### src/rtl/skew_addr_gen_pkg.sv
// Shared FSM encoding and sweep-length helper for the skewed SRAM address generator.
// No logic of its own; imported by skew_addr_gen and skew_lane_dec.
package skew_addr_gen_pkg;

    localparam logic [1:0] ENC_IDLE = 2'b00;
    localparam logic [1:0] ENC_RUN  = 2'b01;
    localparam logic [1:0] ENC_FIN  = 2'b10;

    typedef enum logic [1:0] {
        ST_IDLE = ENC_IDLE,
        ST_RUN  = ENC_RUN,
        ST_FIN  = ENC_FIN
    } state_t;

    // Index of the final step: the last lane starts NUM_LANES-1 steps late
    // and then needs k_len steps.
    function automatic int calc_last(input int k_len, input int num_lanes);
        return k_len + num_lanes - 2;
    endfunction

endpackage

### src/rtl/skew_lane_dec.sv
// Per-lane decode: offset = step - LANE; valid when 0 <= offset < k_len.
// Purely combinational; addresses are base + offset, wrapping mod 2^ADDR_W.
module skew_lane_dec
    import skew_addr_gen_pkg::*;
#(
    parameter int LANE   = 0,
    parameter int ADDR_W = 10,
    parameter int LEN_W  = 7
) (
    input  logic [LEN_W:0]    step,
    input  logic [LEN_W-1:0]  k_len,
    input  logic [ADDR_W-1:0] w_base,
    input  logic [ADDR_W-1:0] d_base,
    output logic              vld,
    output logic [ADDR_W-1:0] w_addr,
    output logic [ADDR_W-1:0] d_addr
);

    localparam int STEP_W = LEN_W + 1;

    logic signed [STEP_W:0] off;
    logic                   in_range;

    always_comb begin
        off      = $signed({1'b0, step}) - $signed((STEP_W + 1)'(LANE));
        in_range = !off[STEP_W] && (off[STEP_W-1:0] < {1'b0, k_len});
        vld      = in_range;
        w_addr   = '0;
        d_addr   = '0;
        if (in_range) begin
            w_addr = w_base + ADDR_W'(off[STEP_W-1:0]);
            d_addr = d_base + ADDR_W'(off[STEP_W-1:0]);
        end
    end

endmodule

### src/rtl/skew_addr_gen.sv
// Diagonally skewed weight/data SRAM read-address sequencer; outputs lag the step counter by one cycle.
// Optional stall input under SKEW_ADDR_GEN_STALL_EN freezes a running sweep and defers done.
module skew_addr_gen
    import skew_addr_gen_pkg::*;
#(
    parameter int NUM_LANES = 32,
    parameter int ADDR_W    = 10,
    parameter int LEN_W     = 7
) (
    input  logic                        clk,
    input  logic                        rst_n,
    input  logic                        start,
`ifdef SKEW_ADDR_GEN_STALL_EN
    input  logic                        stall,
`endif
    input  logic [LEN_W-1:0]            k_len,
    input  logic [ADDR_W-1:0]           w_base,
    input  logic [ADDR_W-1:0]           d_base,
    output logic                        busy,
    output logic                        done,
    output logic [LEN_W:0]              step_num,
    output logic [NUM_LANES*ADDR_W-1:0] sram_raddr_w,
    output logic [NUM_LANES*ADDR_W-1:0] sram_raddr_d,
    output logic [NUM_LANES-1:0]        lane_vld
);

    localparam int STEP_W = LEN_W + 1;

    state_t                      state;
    logic [STEP_W-1:0]           step_q;
    logic [STEP_W-1:0]           last;
    logic [LEN_W-1:0]            k_len_q;
    logic [ADDR_W-1:0]           w_base_q;
    logic [ADDR_W-1:0]           d_base_q;
    logic                        done_q;
    logic                        freeze;
    logic [NUM_LANES-1:0]        dec_vld;
    logic [NUM_LANES*ADDR_W-1:0] dec_w;
    logic [NUM_LANES*ADDR_W-1:0] dec_d;

`ifdef SKEW_ADDR_GEN_STALL_EN
    // busy is only set for real sweeps, so stall is inert in IDLE and in the zero-length FIN.
    assign freeze = stall && busy;
`else
    assign freeze = 1'b0;
`endif

    assign last = STEP_W'(calc_last(int'(k_len_q), NUM_LANES));
    assign done = done_q && !freeze;

    for (genvar i = 0; i < NUM_LANES; i++) begin : g_lane
        skew_lane_dec #(
            .LANE   (i),
            .ADDR_W (ADDR_W),
            .LEN_W  (LEN_W)
        ) u_lane (
            .step   (step_q),
            .k_len  (k_len_q),
            .w_base (w_base_q),
            .d_base (d_base_q),
            .vld    (dec_vld[i]),
            .w_addr (dec_w[i*ADDR_W +: ADDR_W]),
            .d_addr (dec_d[i*ADDR_W +: ADDR_W])
        );
    end

    always_ff @(posedge clk or negedge rst_n) begin
        if (!rst_n) begin
            state    <= ST_IDLE;
            step_q   <= '0;
            k_len_q  <= '0;
            w_base_q <= '0;
            d_base_q <= '0;
            busy     <= 1'b0;
            done_q   <= 1'b0;
        end else if (!freeze) begin
            done_q <= 1'b0;
            case (state)
                ST_IDLE: begin
                    if (start) begin
                        k_len_q  <= k_len;
                        w_base_q <= w_base;
                        d_base_q <= d_base;
                        step_q   <= '0;
                        done_q   <= 1'b1;
                        state    <= ST_FIN;
                        if (k_len != '0) begin
                            done_q <= 1'b0;
                            busy   <= 1'b1;
                            state  <= ST_RUN;
                        end
                    end
                end
                ST_RUN: begin
                    if (step_q == last) begin
                        done_q <= 1'b1;
                        state  <= ST_FIN;
                    end else begin
                        step_q <= step_q + 1'b1;
                    end
                end
                default: begin
                    busy  <= 1'b0;
                    state <= ST_IDLE;
                end
            endcase
        end
    end

    // Output stage presents the step decoded in the previous cycle.
    always_ff @(posedge clk or negedge rst_n) begin
        if (!rst_n) begin
            step_num     <= '0;
            lane_vld     <= '0;
            sram_raddr_w <= '0;
            sram_raddr_d <= '0;
        end else if (!freeze) begin
            if (state == ST_RUN) begin
                step_num     <= step_q;
                lane_vld     <= dec_vld;
                sram_raddr_w <= dec_w;
                sram_raddr_d <= dec_d;
            end else begin
                step_num     <= '0;
                lane_vld     <= '0;
                sram_raddr_w <= '0;
                sram_raddr_d <= '0;
            end
        end
    end

endmodule

### config.mk
export PLATFORM = sky130hd
export DESIGN_NAME = skew_addr_gen
export DESIGN_NICKNAME = d
export VERILOG_FILES = /design/src/rtl/skew_addr_gen_pkg.sv /design/src/rtl/skew_lane_dec.sv /design/src/rtl/skew_addr_gen.sv
export SDC_FILE = /design/constraint.sdc
export NUM_CORES = 2
export LEC_CHECK = 0
export ABC_AREA = 1
export CAP_MARGIN = 5
export CORE_ASPECT_RATIO = 0.8
export CORE_MARGIN = 2
export CORE_UTILIZATION = 35
export DETAILED_ROUTE_END_ITERATION = 16
export PLACE_DENSITY = 0.65
export SLEW_MARGIN = 20
export SYNTH_ARGS = -nofsm -noshare
export SYNTH_HDL_FRONTEND = slang
export SYNTH_HIERARCHICAL = 1
export SYNTH_SLANG_ARGS = --single-unit
export TNS_END_PERCENT = 100
### constraint.sdc
create_clock -name clk -period 5.6 [get_ports clk]
set_clock_uncertainty 0.05 [all_clocks]
set_input_delay 1.4 -clock clk [delete_from_list [all_inputs] [get_ports clk]]
set_output_delay 1.4 -clock clk [all_outputs]
set_load 0.1 [all_outputs]
# Yosys cells after proc, flatten, opt, wreduce, memory -nomap -nowiden

Index checks and enable logic that the tools add are counted.
Widths: inputs -> output; s select.

Bits of input ports: 30
Register bits after elaboration: 719
Output and inout port bits: 682

Multiplexer cells: 82
Equal/unequal tests: 6
Bitwise logic cells: 1
$add $sub $neg: 98
Order comparisons: 32
Reductions and logical operators: 69

Operators with widths:

| cell                | number |
|---|---|
| $add 10x8->10       | 64 |
| $mux 10             | 64 |
| $mux 320            | 2 |
| $lt 8x7->1          | 32 |
| $sub 8x5->9 const B | 16 |
| $sub 8x4->9 const B | 8 |
| $sub 8x3->9 const B | 4 |
| $mux 32             | 1 |
| $logic_and 1x1->1   | 31 |
| $logic_not 1->1     | 31 |
| $mux 8              | 3 |
| $sub 8x2->9 const B | 2 |
| $pmux 8 s2          | 1 |
| $sub 8x1->9 const B | 1 |
| $add 7x6->8 const B | 1 |
| $add 8x1->8 const B | 1 |
| $eq 8x8->1          | 1 |
| $ne 2x2->1 const B  | 4 |
| $sub 8x2->8 const B | 1 |
| $reduce_bool 7->1   | 1 |
| $mux 2              | 3 |
| $reduce_and 3->1    | 2 |
| $mux 1              | 5 |
| $pmux 1 s2          | 2 |
| other kinds (6)     | 7 |

# Longest topological paths before layout

Depth after elaboration: 5
Mapped depth: 18

# Cells and area by module

The synthesis kept the hierarchy.

By module, submodules not included:

| module                             | cells an instance | area an instance (µm²) | seq. area each (µm²) | instances |
|---|---|---|---|---|
| skew_addr_gen                      | 2366              | 24557.3                | 17992.3              | 1 |
| skew_lane_dec at g_lane[21].u_lane | 247               | 1440.1                 | 0.0                  | 1 |
| skew_lane_dec at g_lane[17].u_lane | 239               | 1418.9                 | 0.0                  | 1 |
| skew_lane_dec at g_lane[15].u_lane | 229               | 1407.6                 | 0.0                  | 1 |
| skew_lane_dec at g_lane[9].u_lane  | 238               | 1407.6                 | 0.0                  | 1 |
| skew_lane_dec at g_lane[7].u_lane  | 240               | 1393.8                 | 0.0                  | 1 |
| skew_lane_dec at g_lane[1].u_lane  | 240               | 1391.3                 | 0.0                  | 1 |
| skew_lane_dec at g_lane[27].u_lane | 242               | 1383.8                 | 0.0                  | 1 |
| skew_lane_dec at g_lane[23].u_lane | 233               | 1378.8                 | 0.0                  | 1 |
| skew_lane_dec at g_lane[25].u_lane | 244               | 1378.8                 | 0.0                  | 1 |
| skew_lane_dec at g_lane[13].u_lane | 237               | 1373.8                 | 0.0                  | 1 |
| skew_lane_dec at g_lane[19].u_lane | 232               | 1373.8                 | 0.0                  | 1 |
| skew_lane_dec at g_lane[26].u_lane | 236               | 1372.6                 | 0.0                  | 1 |
| skew_lane_dec at g_lane[31].u_lane | 237               | 1365.1                 | 0.0                  | 1 |
| +19 rows                           | -                 | -                      | -                    | - |

# Worst setup path before layout

Ideal clock, no wire load.

Path kind: register to register
From: register step_q[1]
To: register sram_raddr_d[189]
Arrival time: 4.909 ns
Cell stages (with the launch flop): 17
Library setup time: 0.071 ns
Slack: 0.570 ns
Clock period less this slack: 5.030 ns
Data required time: 5.479 ns
Path through: dfrtp_1 inv_1 ha_1 nand2_1 nand2_2 xor2_1 ha_1 nand2_1 nand2_1 a21oi_1 nand3_1 nor2_2 nand2_2 buf_6 nor2_4 inv_1 nor2_1

Longest elaborated chain between the ends: 5

Ends and longest elaborated chain:

| element                                              | RTL line             | text |
|---|---|---|
| start, declared                                      | skew_addr_gen.sv:30  | `logic [STEP_W-1:0] step_q;` |
| start signal, assigned                               | skew_addr_gen.sv:99  | `step_q <= step_q + 1'b1;` |
| $sub 8x5->9 *                                        | skew_lane_dec.sv:25  | `off = $signed({1'b0, step}) - $signed((STEP_W + 1)'(LANE));` |
| $lt 8x7->1 / $logic_not 1->1 (equally long branches) | skew_lane_dec.sv:26  | `in_range = !off[STEP_W] && (off[STEP_W-1:0] < {1'b0, k_len});` |
| $logic_and 1x1->1                                    | skew_lane_dec.sv:26  |  |
| $mux 10 *                                            | skew_lane_dec.sv:30  | `if (in_range) begin` |
| named net dec_d[189]                                 | skew_addr_gen.sv:39  | `logic [NUM_LANES*ADDR_W-1:0] dec_d;` |
| $mux 320 *                                           | skew_addr_gen.sv:118 | `if (state == ST_RUN) begin` |
| end signal, assigned                                 | skew_addr_gen.sv:116 | `sram_raddr_d <= '0;` |
| end signal, assigned                                 | skew_addr_gen.sv:122 | `sram_raddr_d <= dec_d;` |
| end signal, assigned                                 | skew_addr_gen.sv:127 | `sram_raddr_d <= '0;` |
| end, declared                                        | skew_addr_gen.sv:23  | `output logic [NUM_LANES*ADDR_W-1:0] sram_raddr_d,` |

The timed path passes the listed nets; every way through them passes the cells marked *.
A chain may end at the register's enable or synchronous reset.

# Worst setup path in the final report

From: register step_q[2]
To: register sram_raddr_w[19]

Longest elaborated chain between the ends: 5

Ends and longest elaborated chain:

| element                                              | RTL line             | text |
|---|---|---|
| $sub 8x1->9 *                                        | skew_lane_dec.sv:25  |  |
| $lt 8x7->1 / $logic_not 1->1 (equally long branches) | skew_lane_dec.sv:26  |  |
| $logic_and 1x1->1                                    | skew_lane_dec.sv:26  |  |
| $mux 10 *                                            | skew_lane_dec.sv:30  |  |
| named net dec_w[19]                                  | skew_addr_gen.sv:38  | `logic [NUM_LANES*ADDR_W-1:0] dec_w;` |
| $mux 320 *                                           | skew_addr_gen.sv:118 |  |
| end signal, assigned                                 | skew_addr_gen.sv:121 | `sram_raddr_w <= dec_w;` |
| end, declared                                        | skew_addr_gen.sv:22  | `output logic [NUM_LANES*ADDR_W-1:0] sram_raddr_w,` |

Marked as above.

==> parameters.txt <==
Parameter                              Value

Outcome
  Result of the run ... complete, no violations

Timing
  Measured slew at the worst slew-check pin ... about 1.1 ns
  Slew headroom ... around a quarter
  FMAX ... about 250 MHz
  Final setup slack of the worst path ... 1.552 ns
  Final count of pins violating max slew ... 0
  Final cycle utilization of the critical path ... between 70% and 80%
  Total negative slack ... 0 ns
  Final critical-path required period ... slightly above 4 ns
  Setup violation total in the final timing report ... 0
  Final hold viol count ... 0
  RSZ-0062 raised after global routing ... false

Synth
  Number of enable-type register cells in the synthesized netlist ... 0
  Flip-flop and latch count after synthesis ... just over 700
  Cell area after technology mapping ... slightly below 0.07 mm^2
  Avg Inst Size Synth ... 6.860 um^2
  Post-synth net total ... ~11000
  Unique cell type count in the Yosys netlist ... 56
  Portion of the post-synthesis area used by sequential elements ... a little over a quarter
  Cell count after synthesis ... between 9000 and 10000
  Number of warnings issued by yosys ... 6
  Commonest register cell after synthesis ... dfrtp_1
  Ys async rst share ... 100.0%

Routing
  Remaining DRCs ... 0
  Total via count after detailed routing ... 63680
  Routed WL ... 247400 um
  Iteration count of the initial detailed-routing pass ... 7
  Antenna Violating Nets Remaining ... 0
  Detailed-route vias per instance ... slightly below 5
  Routed wire per std cell ... 18.82 um
  Number of DRC markers after the initial detailed-route iteration ... between 5000 and 6000

Clock tree
  CTS tree ... done
  Number of gates given a new drive strength after cts ... 0
  Clk sinks ... approximately 720
  H-tree levels ... 3
  Number of hold buffers added after cts ... 0
  Clock latency on the worst-skew pair ... around 0.74 ns
  Max Root-Sink Buffers ... 3
  Clock-pin transition on the worst setup and hold timing paths ... approximately 0.060 ns
  Root cell of the clock tree ... clkbuf_16
  Inserted Clock Buffers ... ~80
  Setup fix buffers added after clock tree synthesis ... 0

Critical path
  Cell-by-cell trace of the critical path ... buf_4, nor2_2, nand2_2, nor2_1, xor2_1, ha_1, nand2_1, nand2_1, a21oi_1, nand2_1, nor2_2, nand2_2, nor2_1, inv_1, nor2_1
  Endpoint type of the worst setup path ... register
  Family with the most delay on the worst path ... simple AND/OR/NAND/NOR gates
  Register-to-register setup slack ... roughly 1.6 ns
  Highest fanout seen on the critical path ... between 40 and 50
  Crit path buffers/inverters ... 2
  Slowest CP cell ... dfrtp_4
  Worst endpoint required time ... 6.20 ns
  Critical Path Start ... step_q[2]
  Kind of launch point of the worst setup path ... register
  Maximum single-stage delay on the critical path ... between 1 and 1.5 ns
  Launch point of the worst reg-to-reg path ... step_q[2]
  Arrival time reported for the critical path endpoint ... between 4 and 5 ns
  Critical path start-end classification ... register to register

Min path
  Path category of the worst min-delay check ... register to register
  Hold Startpoint ... busy

Power
  Ratio of total power to cell area ... 590.6 mW/mm^2
  Leakage power ... about 40 nW
  Worst IR drop on VDD ... 0.4331 mV

Placement
  HPWL after detailed placement ... 179000 um
  Port Buffer Count ... roughly 700
  Inst Count DP ... 13000
  Placer congestion estimate ... 0.9286
  Setup slack at placement ... approximately 1.6 ns

Floorplan
  Core region area ... ~0.19 mm^2
  IO Pins ... 712
  Die outline area ... about 0.20 mm^2
  Initial Utilization ... between 30% and 40%
  Die Wd ... 494.2 um
  Number of core rows ... between 100 and 150
  Die Y-Extent ... 396.2 um

Run
  Number of maximum-capacitance violations ... 0

GRT
  Residual overflow from global routing ... 0
  Number of antenna violations at the first check in global routing ... 10
  GRT Overall Usage ... approximately 25%
  Vias in the first global route ... just over 60000
  Pin count of the biggest net entering global routing ... 196
  First-pass GRT wire length ... 370300 um

Finish
  Post-layout util ... between 40% and 50%
  Top library cells by usage in the layout, fill and taps aside ... 2414 x nand2_1, 1971 x inv_1, 1343 x nor2_1
  Ratio of cells with drive above 1 in the final layout ... 9.227%
  Layout Area Growth over Synthesis ... 18.92%
  Count of nets after finishing ... approximately 11000
  Commonest non-fill, non-tap cell in the layout ... nand2_1
  Count of placed standard cells in the final layout, fillers left out ... 13150
## path summary, 6_finish.rpt
path	cells after the start	endpoint
max	15	sram_raddr_w[19]
max in group asynchronous	2	d_base_q[5]
min reg2reg	2	busy
max reg2reg	15	sram_raddr_w[19]
min	2	busy
min in group asynchronous	1	lane_vld[24]
## per-stage QoR
step	cell area [um^2]	hold WS [ns]	power (mW)
after floorplan	67290	0.4885	31.79
after global placement	77210	0.4232	40.74
after detailed placement	77210	0.4267	41.09
after CTS	80010	0.4400	47.11
after global routing	80010	0.4576	51.70
final	80020	0.4375	47.26
## Yosys cell counts (all sizes together) (4+ instances only)
cell type     n  area [um^2]
o211ai        5        42.54
xnor2       192         1689
a21oi       308         1556
nand4       139        882.1
and3         12        77.57
dfrtp       719        17990
a31oi         4        25.02
nand3b      146         1100
fa           64         1281
buf         128         1235
nand2      2508         9674
a21o         12        92.59
o21ai        99        559.3
nor2       1840         8398
inv        2015         7564
xor2        172         1514
nand3       466         2502
ha          773         9672
clkbuf       18        67.56
o21bai       58        446.7
nor3         20        121.4
o21a         27        202.7
a21boi       59        442.9
or2          19        118.9
## cells by family after synthesis
group	Yosys count	share of synthesized area, %
buffers and inverters	2163	13.19
xor gates and xnor gates	364	4.760
DFF	719	26.74
AOI/OAI and AO/OA	573	5.015
adders and majority gates	837	16.28
and+or+nand+nor	5153	34.02
## routing by layer
layer / wire (um) / track usage [%] / part of all wire (%) / up-vias
li1: - / - / - / 31300
met1: 109600 / 33.00 / 44 / 29850
met2: 110800 / 39.80 / 45 / 2049
met3: 15210 / 3.393 / 6.1 / 473
met4: 11830 / 10.55 / 4.8 / 4
met5: 27 / 0 / 0.011 / -
## area by class of cell
class,instances,area [um^2]
clock inverter,45,478.0
timing repair buffer,796,7900
inverter,2017,7579
multi-input combinational,6927,40430
tap,2537,3174
antenna,3,7.507
fill,19480,110500
sequential,719,18120
clock buffer,106,2326
## sequential cells by signal, summed over array words and instances (netlist names)
name / count
step_q: 8
sram_raddr_d: 320
step_num: 8
state: 2
done: 1
busy: 1
d_base_q: 10
k_len_q: 7
sram_raddr_w: 320
w_base_q: 10
lane_vld: 32
## report_power, final
group          leakage [nW]  internal, mW  switching, mW
registers              9.92          5.52           2.11
clock network          1.36          3.25           2.49
logic                  29.8          11.5           22.4
total                  41.1          20.3           27.0
## worst min-delay path, delay by kind of cell (launching register included)
kind | cells | cell delay [ns]
simple gates | 2 | 0.11
flops | 1 | 0.35
(Power assumes the default switching activity.)
